### src/rtl/seq_shifter_pkg.sv
// Shared types for the iterative shifter: operation codes and FSM state encodings.
// Used by seq_shifter and shifter_step.
package seq_shifter_pkg;

  typedef enum logic [1:0] {
    SH_NOP = 2'b00,
    SH_LSL = 2'b01,
    SH_LSR = 2'b10,
    SH_ASR = 2'b11
  } sh_op_e;

  typedef enum logic [1:0] {
    ST_IDLE  = 2'd0,
    ST_SHIFT = 2'd1,
    ST_DONE  = 2'd2
  } state_e;

  function automatic logic is_nop(input sh_op_e op);
    return op == SH_NOP;
  endfunction

endpackage

### src/rtl/seq_shifter_step.sv
// Combinational single-bit shift step (LSL/LSR/ASR, optional rotate).
// Rotate support is compiled in only when SEQ_SHIFTER_ROTATE_EN is defined.
module shifter_step
  import seq_shifter_pkg::*;
#(
  parameter int WIDTH = 16
) (
  input  sh_op_e           op,
`ifdef SEQ_SHIFTER_ROTATE_EN
  input  logic             rot,
`endif
  input  logic [WIDTH-1:0] din,
  output logic [WIDTH-1:0] dout
);

  logic lsl_fill;
  logic lsr_fill;

  // Bits shifted in at the vacated end: zero, or the bit shifted out when rotating
`ifdef SEQ_SHIFTER_ROTATE_EN
  assign lsl_fill = rot ? din[WIDTH-1] : 1'b0;
  assign lsr_fill = rot ? din[0]       : 1'b0;
`else
  assign lsl_fill = 1'b0;
  assign lsr_fill = 1'b0;
`endif

  always_comb begin
    dout = din;
    case (op)
      SH_LSL:  dout = {din[WIDTH-2:0], lsl_fill};
      SH_LSR:  dout = {lsr_fill, din[WIDTH-1:1]};
      SH_ASR:  dout = {din[WIDTH-1], din[WIDTH-1:1]};
      default: dout = din;
    endcase
  end

endmodule

### src/rtl/seq_shifter.sv
// Iterative multi-bit shifter: one 1-bit step per clock under a start/busy/done handshake.
// Define SEQ_SHIFTER_ROTATE_EN to add the rot port and rotate-left/right behaviour.
module seq_shifter
  import seq_shifter_pkg::*;
#(
  parameter int WIDTH = 16,
  parameter int AMT_W = 4
) (
  input  logic             clk,
  input  logic             reset,
  input  logic             start,
  input  logic [1:0]       op,
  input  logic [AMT_W-1:0] amt,
  input  logic [WIDTH-1:0] in,
`ifdef SEQ_SHIFTER_ROTATE_EN
  input  logic             rot,
`endif
  output logic [WIDTH-1:0] sout,
  output logic             busy,
  output logic             done
);

  state_e           state_q, state_d;
  logic [WIDTH-1:0] sout_q, sout_d;
  logic [AMT_W-1:0] count_q, count_d;
  sh_op_e           op_q, op_d;
  logic             busy_q, done_q;
  logic [WIDTH-1:0] step_out;
`ifdef SEQ_SHIFTER_ROTATE_EN
  logic             rot_q, rot_d;
`endif

  shifter_step #(
    .WIDTH (WIDTH)
  ) u_step (
    .op   (op_q),
`ifdef SEQ_SHIFTER_ROTATE_EN
    .rot  (rot_q),
`endif
    .din  (sout_q),
    .dout (step_out)
  );

  // Operands are only sampled on the accept edge; SHIFT ignores start entirely
  always_comb begin
    state_d = state_q;
    sout_d  = sout_q;
    count_d = count_q;
    op_d    = op_q;
`ifdef SEQ_SHIFTER_ROTATE_EN
    rot_d   = rot_q;
`endif
    case (state_q)
      ST_SHIFT: begin
        sout_d  = step_out;
        count_d = count_q - AMT_W'(1);
        if (count_q == AMT_W'(1)) state_d = ST_DONE;
      end
      default: begin
        state_d = ST_IDLE;
        if (start) begin
          sout_d  = in;
          op_d    = sh_op_e'(op);
          count_d = amt;
`ifdef SEQ_SHIFTER_ROTATE_EN
          rot_d   = rot;
`endif
          state_d = (amt != '0 && !is_nop(sh_op_e'(op))) ? ST_SHIFT : ST_DONE;
        end
      end
    endcase
  end

  always_ff @(posedge clk or posedge reset) begin
    if (reset) begin
      state_q <= ST_IDLE;
      sout_q  <= '0;
      count_q <= '0;
      op_q    <= SH_NOP;
      busy_q  <= 1'b0;
      done_q  <= 1'b0;
`ifdef SEQ_SHIFTER_ROTATE_EN
      rot_q   <= 1'b0;
`endif
    end else begin
      state_q <= state_d;
      sout_q  <= sout_d;
      count_q <= count_d;
      op_q    <= op_d;
      busy_q  <= (state_d == ST_SHIFT);
      done_q  <= (state_d == ST_DONE);
`ifdef SEQ_SHIFTER_ROTATE_EN
      rot_q   <= rot_d;
`endif
    end
  end

  assign sout = sout_q;
  assign busy = busy_q;
  assign done = done_q;

endmodule

### config.mk
export PLATFORM = sky130hd
export DESIGN_NAME = seq_shifter
export DESIGN_NICKNAME = d
export VERILOG_FILES = /design/src/rtl/seq_shifter_pkg.sv /design/src/rtl/seq_shifter_step.sv /design/src/rtl/seq_shifter.sv
export SDC_FILE = /design/constraint.sdc
export NUM_CORES = 1
export LEC_CHECK = 0
export CAP_MARGIN = 30
export CORE_MARGIN = 8
export CORE_UTILIZATION = 46
export DETAILED_ROUTE_END_ITERATION = 8
export PLACE_DENSITY = 0.87
export SLEW_MARGIN = 10
export SYNTH_ARGS = -nofsm -noshare
export SYNTH_HDL_FRONTEND = slang
export SYNTH_SLANG_ARGS = --single-unit
### constraint.sdc
create_clock -name clk -period 3.35 [get_ports clk]
set_clock_uncertainty 0.15 [all_clocks]
set_input_delay 0.5025 -clock clk [delete_from_list [all_inputs] [get_ports clk]]
set_output_delay 0.5025 -clock clk [all_outputs]
set_load 0.02 [all_outputs]
Yosys cells after proc, flatten, opt, wreduce, memory -nomap -nowiden
Index checks and enable logic that the tools add are counted.

Equal/unequal tests: 10. Bitwise operators: 1. Reductions and logical operators: 8. Add/sub/neg operators: 1. Multipliers: 0. Order comparisons: 0. Shifts and indexed selects: 0. Muxes and demuxes: 9. Div/mod/pow operators: 0.

Operator list (number): $pmux W16 S3 (1); $mux W16 (2); $mux W2 (4); $mux W4 (2); $eq A2 B1 Y1 const B (3); $eq A2 B2 Y1 const B (3); $eq A4 B1 Y1 const B (1); $ne A4 B1 Y1 const B (1); $reduce_and A2 Y1 (2); $reduce_bool A4 Y1 (1); $sub A4 B1 Y4 const B (1); $ne A3 B1 Y1 const B (1); $reduce_and A3 Y1 (1); $logic_not A2 Y1 (1); $ne A2 B2 Y1 const B (1); $reduce_bool A2 Y1 (1); $logic_and A1 B1 Y1 (1); $logic_not A1 Y1 (1); $not A1 Y1 (1).

Bits in read-only memories: 0. RAM bits: 0. Output and inout bits: 18. Input port bits: 25. Memories: 0. Word-level logic and storage cells: 36. Latch bits: 0. Register bits after elaboration: 26.

Depth between registers and ports, before layout
Word-level depth: 7. Depth in mapped cells: 7.

Hierarchy
A second synthesis with hierarchy kept.

Cell total of the unflattened synthesis: 163. Area, all modules: 1621.6 µm².

Modules (own cells, without submodules): seq_shifter (sequential area each 650.6 µm², area each 1266.2 µm², cells each 112, instances 1); shifter_step (sequential area each 0.0 µm², area each 355.3 µm², cells each 51, instances 1).

Worst setup path before layout
No wires, ideal clock.

Path type: flip-flop to flip-flop. Start: register op_q[0]. End: register sout_q[14] (netlist: sout[14]). Arrival time: 1.387 ns. Buffers on the path: 1. Cell stages (with the launch flop): 7. Slack: 1.687 ns. Data required time: 3.074 ns. Cells stage by stage: dfrtp_1 ha_1 nand2b_1 mux2_4 buf_12 nor2_2 a21oi_2.

Longest elaborated chain between the ends: 3. Elaborated cells between the ends (all ways): 7.

RTL lines: from (decl) (line seq_shifter.sv:26) `sh_op_e op_q, op_d;`; from (signal assigned) (line seq_shifter.sv:89) `op_q <= op_d;`; $eq A2 B2 Y1 or $eq A2 B1 Y1 (tied branches) (line seq_shifter_step.sv:30) `case (op)`; $pmux W16 S3 or $ne A4 B1 Y1 (tied branches); $mux W16 or $reduce_and A2 Y1 (tied branches); to (signal assigned) (line seq_shifter.sv:87) `sout_q <= sout_d;`; to (decl) (line seq_shifter.sv:24) `logic [WIDTH-1:0] sout_q, sout_d;`.

Several ways; a longest one is shown, not always the timed one. A chain may end at the register's enable or synchronous reset.

Worst setup path after layout
Start: register sout_q[13] (netlist: sout[13]). End: output sout[13].

RTL lines: to (decl) (line seq_shifter.sv:18) `output logic [WIDTH-1:0] sout,`.

No word-level cell between the ends.

==> results.sh <==
export IMPL_internal_power_w=0.00115
export IMPL_tightest_slew_ns=0.672
export IMPL_layout_min_cycle_time_ns=2.09
export IMPL_vias=1298
export IMPL_power_w=0.00219
export IMPL_final_layout_size_suffix_gt1_share_pct=19.4
export IMPL_yosysWarnings=0
export IMPL_grt_max_degree=22
export IMPL_ys_seq_area_share_pct=42.9
export IMPL_cts_buffers=3
export IMPL_die_w_um=73.4
export IMPL_grt_use_total_pct=14.6
export IMPL_slew_viol_final=0
export IMPL_status="completed"
export IMPL_hold_viol=0
export IMPL_final_nets=219
export IMPL_rows=21
export IMPL_synthFlopType="dfrtp_1"
export IMPL_insertion_delay_ns=0.32
export IMPL_p_per_area_mw_per_mm2=1100
export IMPL_first_pass_iters=4
export IMPL_crit_fanout=4
export IMPL_period_share_pct=62.5
export IMPL_grt_pass1_vias=1404
export IMPL_ant_nets=0
export IMPL_avgSynthCellArea_um2=10.3
export IMPL_setup_violations_final=0
export IMPL_ys_types=37
export IMPL_syn_nets=179
export IMPL_io_pins=43
export IMPL_numPortBuffers=42
export IMPL_design_die_area_mm2=0.00539
export IMPL_worstPathArrival_ns=1.44
export IMPL_core_area_mm2=0.00326
export IMPL_route_detailed_drc=0
export IMPL_setup_tns_final_ns=0
export IMPL_hpwl_um=2900
export IMPL_fmax_ghz=0.478
export IMPL_die_height_um=73.4
export IMPL_antenna_found_initial=0
export IMPL_cts_tree="built"
export IMPL_clkPwrFrac_pct=7.2
export IMPL_vias_per_cell=5.59
export IMPL_clockBufferDepth=2
export IMPL_clock_sinks=26
export IMPL_syn2layout_area_growth_pct=30.9
export IMPL_cp_start_kind="flip-flop"
export IMPL_cts_max_level=1
export IMPL_netSwitchingPower_w=0.00104
export IMPL_cts_resized=0
export IMPL_hold_buffers=0
export IMPL_power_frac_seq_pct=30.0
export IMPL_wl_per_cell_um=16.3
export IMPL_worstPathCellList="clkdlybuf4s50_1"
export IMPL_crit_buf_inv=1
export IMPL_leakage_nw=0.792
export IMPL_worst_setup_path_end_kind="output pin"
export IMPL_cts_setup_buffers=0
export IMPL_max_vdd_ir_drop_mv=0.514
export IMPL_cp_slowest_cell="clkdlybuf4s50_1"
export IMPL_maxCapViolCount=0
export IMPL_initial_core_util_pct=46.5
export IMPL_async_flop_share_pct=100
export IMPL_path_class="flip-flop to output pin"
export IMPL_synth_seq_cells=26
export IMPL_rsz0062_at_grt="no"
export IMPL_gp_congestion=0.767
export IMPL_slew_headroom_pct=55.1
export IMPL_p_comb_share_pct=62.8
export IMPL_clkTransAtPathRegs_ns=0.14
export IMPL_routed_wl_um=3790
export IMPL_drtIter0Drc=120
export IMPL_synth_edf_count=0
export IMPL_grt_first_pass_wirelength_um=6350
export IMPL_cp_required_ns=2.70
export IMPL_syn_instance_count=147
export IMPL_crit_family="buffers and inverters"
export IMPL_overflow=0
export IMPL_netlist_area_mm2=0.00152
export IMPL_p_sw_share_pct=47.3
export IMPL_critPathMaxStageDelay_ns=0.65
export IMPL_root_buffer="clkbuf_4"
export IMPL_hold_path_class="input pin to async pin"
export IMPL_antennaDiodeCount=0
-- cells in the final DEF, fill, tap and decap left out, types with 4 or more instances in the layout --
cell / netlist / routed
o21ai_0: 18 / 18
nand2_1: 4 / 4
clkdlybuf4s50_1: 0 / 42
inv_1: 5 / 5
nor2_2: 8 / 8
a21oi_2: 9 / 9
ha_1: 7 / 7
dfrtp_1: 26 / 26
a22oi_1: 14 / 14
nor2_1: 11 / 11
a21oi_1: 8 / 8
-- power groups by stage --
stage / registers [W] / logic [W] / clock network (W)
3_5_place_dp: 0.000662 / 0.00138 / 0
2_1_floorplan: 0.000758 / 0.000929 / 0
6_report: 0.000657 / 0.00137 / 0.000158
3_3_place_gp: 0.000652 / 0.00131 / 0
5_1_grt: 0.000679 / 0.00151 / 0.000176
4_1_cts: 0.000654 / 0.00139 / 0.000163
-- worst reg2reg max path, cell delays in order (launching register included) --
cell	delay (ns)
dfrtp_1	0.45
inv_1	0.10
ha_1	0.26
a21oi_1	0.11
nor2_2	0.46
a22oi_1	0.21
a21oi_2	0.18
-- routing by layer --
metal / track usage, % / part of all wire, % / up-vias
met1: 16.3 / 40 / 639
met2: 25.7 / 52 / 45
met4: 5.10 / 0.50 / 0
met5: 0 / 0 / -
met3: 4.23 / 7.9 / 2
li1: - / - / 612
-- registers in the layout, indices dropped and copies added (netlist names) --
name	count
busy	1
count_q	4
done	1
op_q	2
sout	16
state_q	2
-- through the flow --
step / utilization [%] / cells / hold slack [ns] / instance area [um2] / setup slack [ns]
final: 60.9 / 232 / 0.320 / 1980 / 1.26
after floorplan: - / 147 / 0.356 / 1520 / 1.69
after CTS: 60.9 / 232 / 0.324 / 1980 / 1.24
after global placement: 58.9 / 227 / 0.386 / 1920 / 1.03
after detailed placement: 59.8 / 228 / 0.391 / 1950 / 0.944
after global routing: 60.9 / 232 / 0.329 / 1980 / 1.19
-- cell usage after synthesis (2+ instances only) --
cell,n,share of area (%)
nand3_1,3,0.99
nor2_1,11,2.7
inv_1,5,1.2
dfrtp_1,26,43
a21bo_2,2,1.3
o21ai_0,18,5.9
buf_4,2,0.99
a21oi_2,9,5.2
nor2_2,8,3.3
nor2_4,2,1.5
nor3_1,2,0.66
a22oi_1,14,6.9
nand2_1,4,0.99
mux2_2,3,2.2
ha_1,7,5.8
o22ai_1,2,0.82
buf_2,2,0.66
a21oi_1,8,2.6
-- path summary, 6_finish.rpt --
path | start | cells past startpoint | endpoint | slack, ns
max in group asynchronous | reset | 3 | count_q[3] | 2.30
max | sout[13] | 1 | sout[13] | 1.26
min | reset | 2 | count_q[2] | 0.32
min in group clk | sout[15] | 1 | sout[15] | 0.43
max reg2reg | op_q[0] | 6 | sout[6] | 1.37
min reg2reg | sout[15] | 1 | sout[15] | 0.43
-- layout make-up --
class                   instances  area (um2)
multi-input cells             108         773
well taps                      46        57.6
clock buffers                   4        36.3
inverters                       5        18.8
fillers                       311        1270
repair buffers                 43         448
flip-flops and latches         26         651
-- cells by family (layout without fill, tap and decap cells) --
| kind of cell | after synthesis | in the layout | share of synthesized area (%) |
|---|---|---|---|
| mux | 4 | 4 | 3.22 |
| flops | 26 | 26 | 42.9 |
| compound gates | 60 | 60 | 26.9 |
| buf+inv | 13 | 52 | 6.11 |
| simple gates | 37 | 37 | 15.1 |
| fa+ha+maj | 7 | 7 | 5.78 |
Power figures use the tool's default switching activity.
